==> config.mk <==
export PLATFORM = sky130hd
export DESIGN_NAME = axi_if_rd_burst_splitter
export DESIGN_NICKNAME = d
export VERILOG_FILES = /design/src/rtl/axi_if_common_param_pkg.sv /design/src/rtl/axi_if_burst_calc.sv /design/src/rtl/axi_if_rd_burst_splitter.sv
export SDC_FILE = /design/constraint.sdc
export NUM_CORES = 1
export LEC_CHECK = 0
export BUFFER_PORTS_ARGS = -buffer_cell sky130_fd_sc_hd__buf_2
export CAP_MARGIN = 15
export CORE_MARGIN = 3
export CORE_UTILIZATION = 45
export CTS_CLUSTER_DIAMETER = 120
export DETAILED_ROUTE_END_ITERATION = 16
export GPL_ROUTABILITY_DRIVEN = 0
export PLACE_DENSITY = 0.76
export SYNTH_ARGS = -nofsm -noshare
export SYNTH_HDL_FRONTEND = slang
export SYNTH_HIERARCHICAL = 1
export SYNTH_SLANG_ARGS = --single-unit
==> constraint.sdc <==
create_clock -name clk -period 6 [get_ports clk]
set_clock_uncertainty 0.2 [all_clocks]
set_input_delay 0 -clock clk [delete_from_list [all_inputs] [get_ports clk]]
set_output_delay 0 -clock clk [all_outputs]
set_load 0.02 [all_outputs]
==> src/rtl/axi_if_common_param_pkg.sv <==
// Shared AXI4 interface constants for the read/write burst splitters.
//   PAGE_BYTES / PAGE_BYTES_W : boundary no burst may cross, and its log2
//   AXI4_LEN_W / AXI4_SIZE_W / AXI4_BURST_W : AR/AW channel field widths
//   AXI4_MAX_BURST_BEATS : AXI4 INCR burst beat limit
//   axi4_burst_mode_e : AxBURST encodings
package axi_if_common_param_pkg;

   localparam int unsigned PAGE_BYTES           = 4096;
   localparam int unsigned PAGE_BYTES_W         = $clog2(PAGE_BYTES);
   localparam int unsigned AXI4_LEN_W           = 8;
   localparam int unsigned AXI4_SIZE_W          = 3;
   localparam int unsigned AXI4_BURST_W         = 2;
   localparam int unsigned AXI4_MAX_BURST_BEATS = 256;

   typedef enum logic [AXI4_BURST_W-1:0] {
      AXI4B_FIXED = 2'b00,
      AXI4B_INCR  = 2'b01,
      AXI4B_WRAP  = 2'b10
   } axi4_burst_mode_e;

endpackage

==> src/rtl/axi_if_burst_calc.sv <==
// Combinational beat count for the next burst of a split command.
//   addr_i  : page-offset bits of the current burst address (beat-aligned)
//   rem_i   : beats still owed to the command
//   beats_o : min(beats to page end, MAX_BEATS, rem_i)
//   last_o  : this burst drains the command (beats_o == rem_i)
module axi_if_burst_calc
   import axi_if_common_param_pkg::*;
#(
   parameter int unsigned BPB_W     = 6,
   parameter int unsigned REM_W     = 27,
   parameter int unsigned MAX_BEATS = AXI4_MAX_BURST_BEATS
) (
   input  logic [PAGE_BYTES_W-1:0] addr_i,
   input  logic [REM_W-1:0]        rem_i,
   output logic [AXI4_LEN_W:0]     beats_o,
   output logic                    last_o
);

   // Common compare width: wide enough for a full page count and for rem_i.
   localparam int unsigned CW = (REM_W > PAGE_BYTES_W + 1) ? REM_W : PAGE_BYTES_W + 1;

   logic [CW-1:0] page_left;
   logic [CW-1:0] page_beats;
   logic [CW-1:0] rem_ext;
   logic [CW-1:0] cap;
   logic [CW-1:0] min_pc;
   logic [CW-1:0] min_all;

   always_comb begin
      // A page-aligned address yields a full page, never zero.
      page_left  = CW'(PAGE_BYTES) - CW'(addr_i);
      page_beats = page_left >> BPB_W;
      cap        = CW'(MAX_BEATS);
      rem_ext    = CW'(rem_i);
      min_pc     = (page_beats < cap) ? page_beats : cap;
      min_all    = (min_pc < rem_ext) ? min_pc : rem_ext;
      beats_o    = (AXI4_LEN_W + 1)'(min_all);
      last_o     = (min_all == rem_ext);
   end

endmodule

==> src/rtl/axi_if_rd_burst_splitter.sv <==
// Splits a byte-addressed read command into AXI4 INCR AR bursts that never
// exceed MAX_BURST_BEATS beats nor cross a PAGE_BYTES boundary.
//   clk, a_rst_n                  : clock, asynchronous active-low reset
//   cmd_add/cmd_size/cmd_vld/rdy  : command in (BPB-aligned address, byte size)
//   m_axi4_ar*                    : AXI4 AR channel out (full-width INCR beats)
//   ar_cmd_last                   : with arvalid, marks the final burst of a command
module axi_if_rd_burst_splitter
   import axi_if_common_param_pkg::*;
#(
   parameter int unsigned AXI4_ADD_W      = 64,
   parameter int unsigned AXI4_DATA_W     = 512,
   parameter int unsigned CMD_SIZE_W      = 32,
   parameter int unsigned MAX_BURST_BEATS = AXI4_MAX_BURST_BEATS
) (
   input  logic                    clk,
   input  logic                    a_rst_n,
   input  logic [AXI4_ADD_W-1:0]   cmd_add,
   input  logic [CMD_SIZE_W-1:0]   cmd_size,
   input  logic                    cmd_vld,
   output logic                    cmd_rdy,
   output logic [AXI4_ADD_W-1:0]   m_axi4_araddr,
   output logic [AXI4_LEN_W-1:0]   m_axi4_arlen,
   output logic [AXI4_SIZE_W-1:0]  m_axi4_arsize,
   output logic [AXI4_BURST_W-1:0] m_axi4_arburst,
   output logic                    m_axi4_arvalid,
   input  logic                    m_axi4_arready,
   output logic                    ar_cmd_last
);

   localparam int unsigned BPB     = AXI4_DATA_W / 8;
   localparam int unsigned BPB_W   = $clog2(BPB);
   localparam int unsigned REM_W   = CMD_SIZE_W - BPB_W + 1;
   localparam int unsigned BEATS_W = AXI4_LEN_W + 1;
   localparam logic [AXI4_ADD_W-1:0] LOW_MASK = AXI4_ADD_W'(BPB - 1);

   typedef enum logic {StIdle, StSplit} split_state_e;

   split_state_e          state_q, state_d;
   logic [AXI4_ADD_W-1:0] addr_q, addr_d;
   logic [REM_W-1:0]      rem_q, rem_d;

   logic [BEATS_W-1:0]    beats;
   logic                  burst_last;
   logic [CMD_SIZE_W:0]   size_rnd;
   logic [REM_W-1:0]      rem_new;

   axi_if_burst_calc #(
      .BPB_W     (BPB_W),
      .REM_W     (REM_W),
      .MAX_BEATS (MAX_BURST_BEATS)
   ) u_burst_calc (
      .addr_i  (addr_q[PAGE_BYTES_W-1:0]),
      .rem_i   (rem_q),
      .beats_o (beats),
      .last_o  (burst_last)
   );

   // Round the byte size up to whole beats; one extra bit absorbs the carry.
   assign size_rnd = {1'b0, cmd_size} + (CMD_SIZE_W + 1)'(BPB - 1);
   assign rem_new  = REM_W'(size_rnd >> BPB_W);

   assign m_axi4_araddr  = addr_q;
   assign m_axi4_arsize  = AXI4_SIZE_W'(BPB_W);
   assign m_axi4_arburst = AXI4B_INCR;

   always_comb begin
      state_d        = state_q;
      addr_d         = addr_q;
      rem_d          = rem_q;
      cmd_rdy        = 1'b0;
      m_axi4_arvalid = 1'b0;
      m_axi4_arlen   = '0;
      ar_cmd_last    = 1'b0;
      unique case (state_q)
         StIdle: begin
            cmd_rdy = 1'b1;
            if (cmd_vld) begin
               addr_d = cmd_add & ~LOW_MASK;
               rem_d  = rem_new;
               // A zero-byte command is consumed without issuing a burst.
               if (rem_new != '0) begin
                  state_d = StSplit;
               end
            end
         end
         StSplit: begin
            m_axi4_arvalid = 1'b1;
            m_axi4_arlen   = AXI4_LEN_W'(beats - BEATS_W'(1));
            ar_cmd_last    = burst_last;
            if (m_axi4_arready) begin
               addr_d = addr_q + (AXI4_ADD_W'(beats) << BPB_W);
               rem_d  = rem_q - REM_W'(beats);
               if (burst_last) begin
                  state_d = StIdle;
               end
            end
         end
         default: state_d = StIdle;
      endcase
   end

   always_ff @(posedge clk or negedge a_rst_n) begin
      if (!a_rst_n) begin
         state_q <= StIdle;
         addr_q  <= '0;
         rem_q   <= '0;
      end else begin
         state_q <= state_d;
         addr_q  <= addr_d;
         rem_q   <= rem_d;
      end
   end

`ifndef SYNTHESIS
   cmd_add_aligned_a : assert property (@(posedge clk) disable iff (!a_rst_n)
      (cmd_vld && cmd_rdy) |-> ((cmd_add & LOW_MASK) == '0))
      else $error("cmd_add not beat-aligned: %h", cmd_add);
`endif

endmodule

==> metrics <==
Startpoint Class flip-flop; clock net sink count 86; Clock Power Share 0.160; Cell variety after synth 80; hold crit path type input port to flip-flop; endpoints failing setup 0; sw power 1.574 mW; CTS tree yes; grt total ovfl 0; Post-Syn Instances 926; P_int 1.860 mW; sequential share of the synthesized area 0.2907; total power 3.434 mW; part of the power in registers 0.279; Routed Antenna Nets 0; outcome finished, final reports clean; P per Cell Area between 300 and 400 nW/um^2; PortBufs 162; Num CTS Buffers 9; DIE AREA 18,020 sq um; Syn-to-layout area delta 31.42%; share of total power in combinational logic 0.561; Hold Fails Final Rpt 0; Starting Density 0.4626; Pre-Repair DR Iteration Count 5; Max Slew Vio Count 0; Syn Area/Cell ~8 sq um; CTS clk-pin slew, worst paths roughly 0.070 ns; core area approximately 16,000 sq um; first-pass GRT wire length 39.85 mm; # DRC 0; Period minus WS final 5.628 ns; vias in the first global route 7,862; initial antenna violation count 0; H-tree depth 3; path type of the worst setup path flip-flop to flip-flop; dominant synthesized flop cell dfrtp_1; Seq cells post-synth 86; # rows 46; ANT cells 0; routed length per instance 17.33 um; Syn Std Cell Area 7402 sq um; Fmax 177.7 MHz; CP Max Fanout 6; routed wire length 24.35 mm; total track usage 0.2703; Synthesis Warnings 6; FF+latch area 2156 sq um; worst path required time 6.03 ns; critical path capture point type flip-flop; FFs w/ async S/R, synth 1.000; DP HPWL 16.49 mm; DR vias/cell 5.785; die width 134.3 um; clock root buffer clkbuf_16; Slew @ Worst Pin 0.9947 ns; Arr. time, crit path 5.66 ns; total number of vias 8,128; Setup TNS Final 0 ns; Max Cap Viol 0; fin worst setup slack 0.3723 ns; nets 1,311; I/O pins 180; fill count 1,425; multi-input combinational cell area 4986 sq um; switching share of power 0.4584; Peak VDD IR 0.1814 mV; clk buf depth 2; EDFF count, synth 0; worst rel slew slack 0.3344; RSZ-0062 raised after global routing no; Die Height 134.3 um; Leak 4.166 nW; Clk Latency, worst-skew pair ~0.35 ns; Final period util 0.9379; Starting DRT DRC Count 652; DP Worst Slack 0.3596 ns; largest net degree at the start of global routing 72; share of cells above drive strength 1 0.1976
==> cell usage after synthesis (all sizes together), types with 4 or more instances <==
cell,n,area (sq um)
a31oi,7,43.79
o21a,11,82.58
or3,13,92.59
nor4,20,137.6
a211o,4,35.03
and2,4,25.02
dfrtp,86,2152
nor3,33,175.2
o31ai,7,52.55
o31a,4,35.03
ha,25,312.8
mux2i,14,140.1
xnor2,48,420.4
nand4,25,156.4
a21oi,62,310.3
nand3,43,220.2
o311ai,4,35.03
buf,21,136.4
a22oi,4,30.03
o21ai,42,232.7
clkbuf,34,127.6
nor2b,29,181.4
a21o,10,75.07
xor2,30,262.8
or4,4,37.53
nor2,89,334.1
a311oi,4,35.03
nand2,78,295.3
a211oi,33,247.7
and3,16,101.4
o22ai,12,75.07
or2,5,33.78
and4,6,52.55
inv,34,127.6
o211ai,14,105.1
==> cells in the final DEF (no fill, tap or decap), types with 15 or more instances in the layout <==
cell type      count
xnor2_1           48
nor4_1            17
buf_2            161
dfrtp_1           85
nor2b_1           28
conb_1            31
buf_4             19
inv_1             34
nand3_1           42
xor2_1            30
and3_1            15
dlygate4sd3_1     93
nor2_1            89
a211oi_1          33
nand4_1           25
o21ai_0           35
a21oi_1           62
nor3_1            31
ha_1              25
nand2_1           77
==> power by group through the flow <==
stage / Combinational (mW) / Sequential, mW / Clock [mW]
2_1_floorplan: 1.21 / 1.03 / 0
3_3_place_gp: 1.75 / 0.956 / 0
3_5_place_dp: 1.79 / 0.957 / 0
4_1_cts: 1.88 / 0.947 / 0.560
5_1_grt: 2.14 / 0.983 / 0.585
6_report: 1.93 / 0.958 / 0.550
==> critical path, stage by stage, from the launching register on <==
cell and delay (ns):
dfrtp_1 0.40, nor4_2 0.34, nand3_2 0.20, nor3_4 0.21, and2b_4 0.23, ha_1 0.28, a21o_1 0.16, a21oi_1 0.23
inv_1 0.11, o221ai_4 0.25, mux2_4 0.37, ha_1 0.22, fa_1 0.42, a211o_1 0.28, a21oi_1 0.27, o21a_1 0.20
o21ai_0 0.11, xor2_1 0.16, mux2i_1 0.18, a21oi_1 0.09, dlygate4sd3_1 0.59
==> repair_timing <==
| action | 4_1_cts | 5_1_grt |
|---|---|---|
| hold buffers | 94 | 0 |
| gates resized for setup | 0 | 3 |
| endpoints found under the hold margin | 111 | 0 |
| endpoints found under the setup margin | 0 | 10 |
| setup buffers | 0 | 4 |
==> metal layers <==
layer	wire, um	global-route usage	vias to the layer above	part of all wire
li1	-	-	3885	-
met1	10260	0.3440	3829	0.42
met2	11700	0.4581	349	0.48
met3	1567	0.04914	65	0.064
met4	818	0.1018	0	0.034
met5	0	0	-	0
==> cell families (layout without fill, tap and decap cells) <==
| logic type | after synthesis | after routing | share of synthesized area |
|---|---|---|---|
| DFF | 86 | 86 | 0.2907 |
| AOI/OAI and AO/OA | 250 | 250 | 0.2311 |
| muxes | 17 | 17 | 0.02400 |
| buffers and inverters | 90 | 325 | 0.05341 |
| and+or+nand+nor | 375 | 375 | 0.2593 |
| xor gates and xnor gates | 78 | 78 | 0.09229 |
| other | 3 | 31 | 0.001521 |
| adders and majority gates | 27 | 27 | 0.04767 |
==> path summary, 6_finish.rpt <==
path	start	end	slack, ns	depth (start not counted)
worst max-delay path	m_axi4_araddr[7]$_DFFE_PN0P_	m_axi4_araddr[14]$_DFFE_PN0P_	0.37	20
worst min-delay path	cmd_size[22]	rem_q[18]$_DFFE_PN0P_	0.02	5
worst max register to register	m_axi4_araddr[7]$_DFFE_PN0P_	m_axi4_araddr[14]$_DFFE_PN0P_	0.37	20
worst min register to register	m_axi4_araddr[25]$_DFFE_PN0P_	m_axi4_araddr[25]$_DFFE_PN0P_	0.36	2
max in group asynchronous	a_rst_n	state_q$_DFF_PN0_	4.29	4
min in group asynchronous	a_rst_n	m_axi4_araddr[6]$_DFFE_PN0P_	0.51	4
==> layout make-up <==
cell class                 count  area share
multi-input combinational    778      0.5125
sequential                    86      0.2216
timing repair buffer         274      0.1952
tap                          216     0.02778
clock buffer                  10     0.02457
inverter                      35     0.01350
clock inverter                 6    0.004759
==> flip-flops by register name, summed over array words and instances (netlist names) <==
name and count:
m_axi4_araddr 58, rem_q 27, state_q 1
==> metrics by stage <==
| step | cell area [sq um] | instances | hold WS [ns] | utilization |
|---|---|---|---|---|
| floorplan | 7507 | 954 | -0.4956 | - |
| global placement | 8438 | 1291 | -0.2228 | 0.5274 |
| detailed placement | 8438 | 1291 | -0.2260 | 0.5274 |
| CTS | 9674 | 1401 | 0.005686 | 0.6046 |
| global route | 9728 | 1405 | 0.04402 | 0.6080 |
| finish | 9728 | 1405 | 0.01831 | 0.6080 |
No activity file was read; power rests on OpenSTA's default activity.
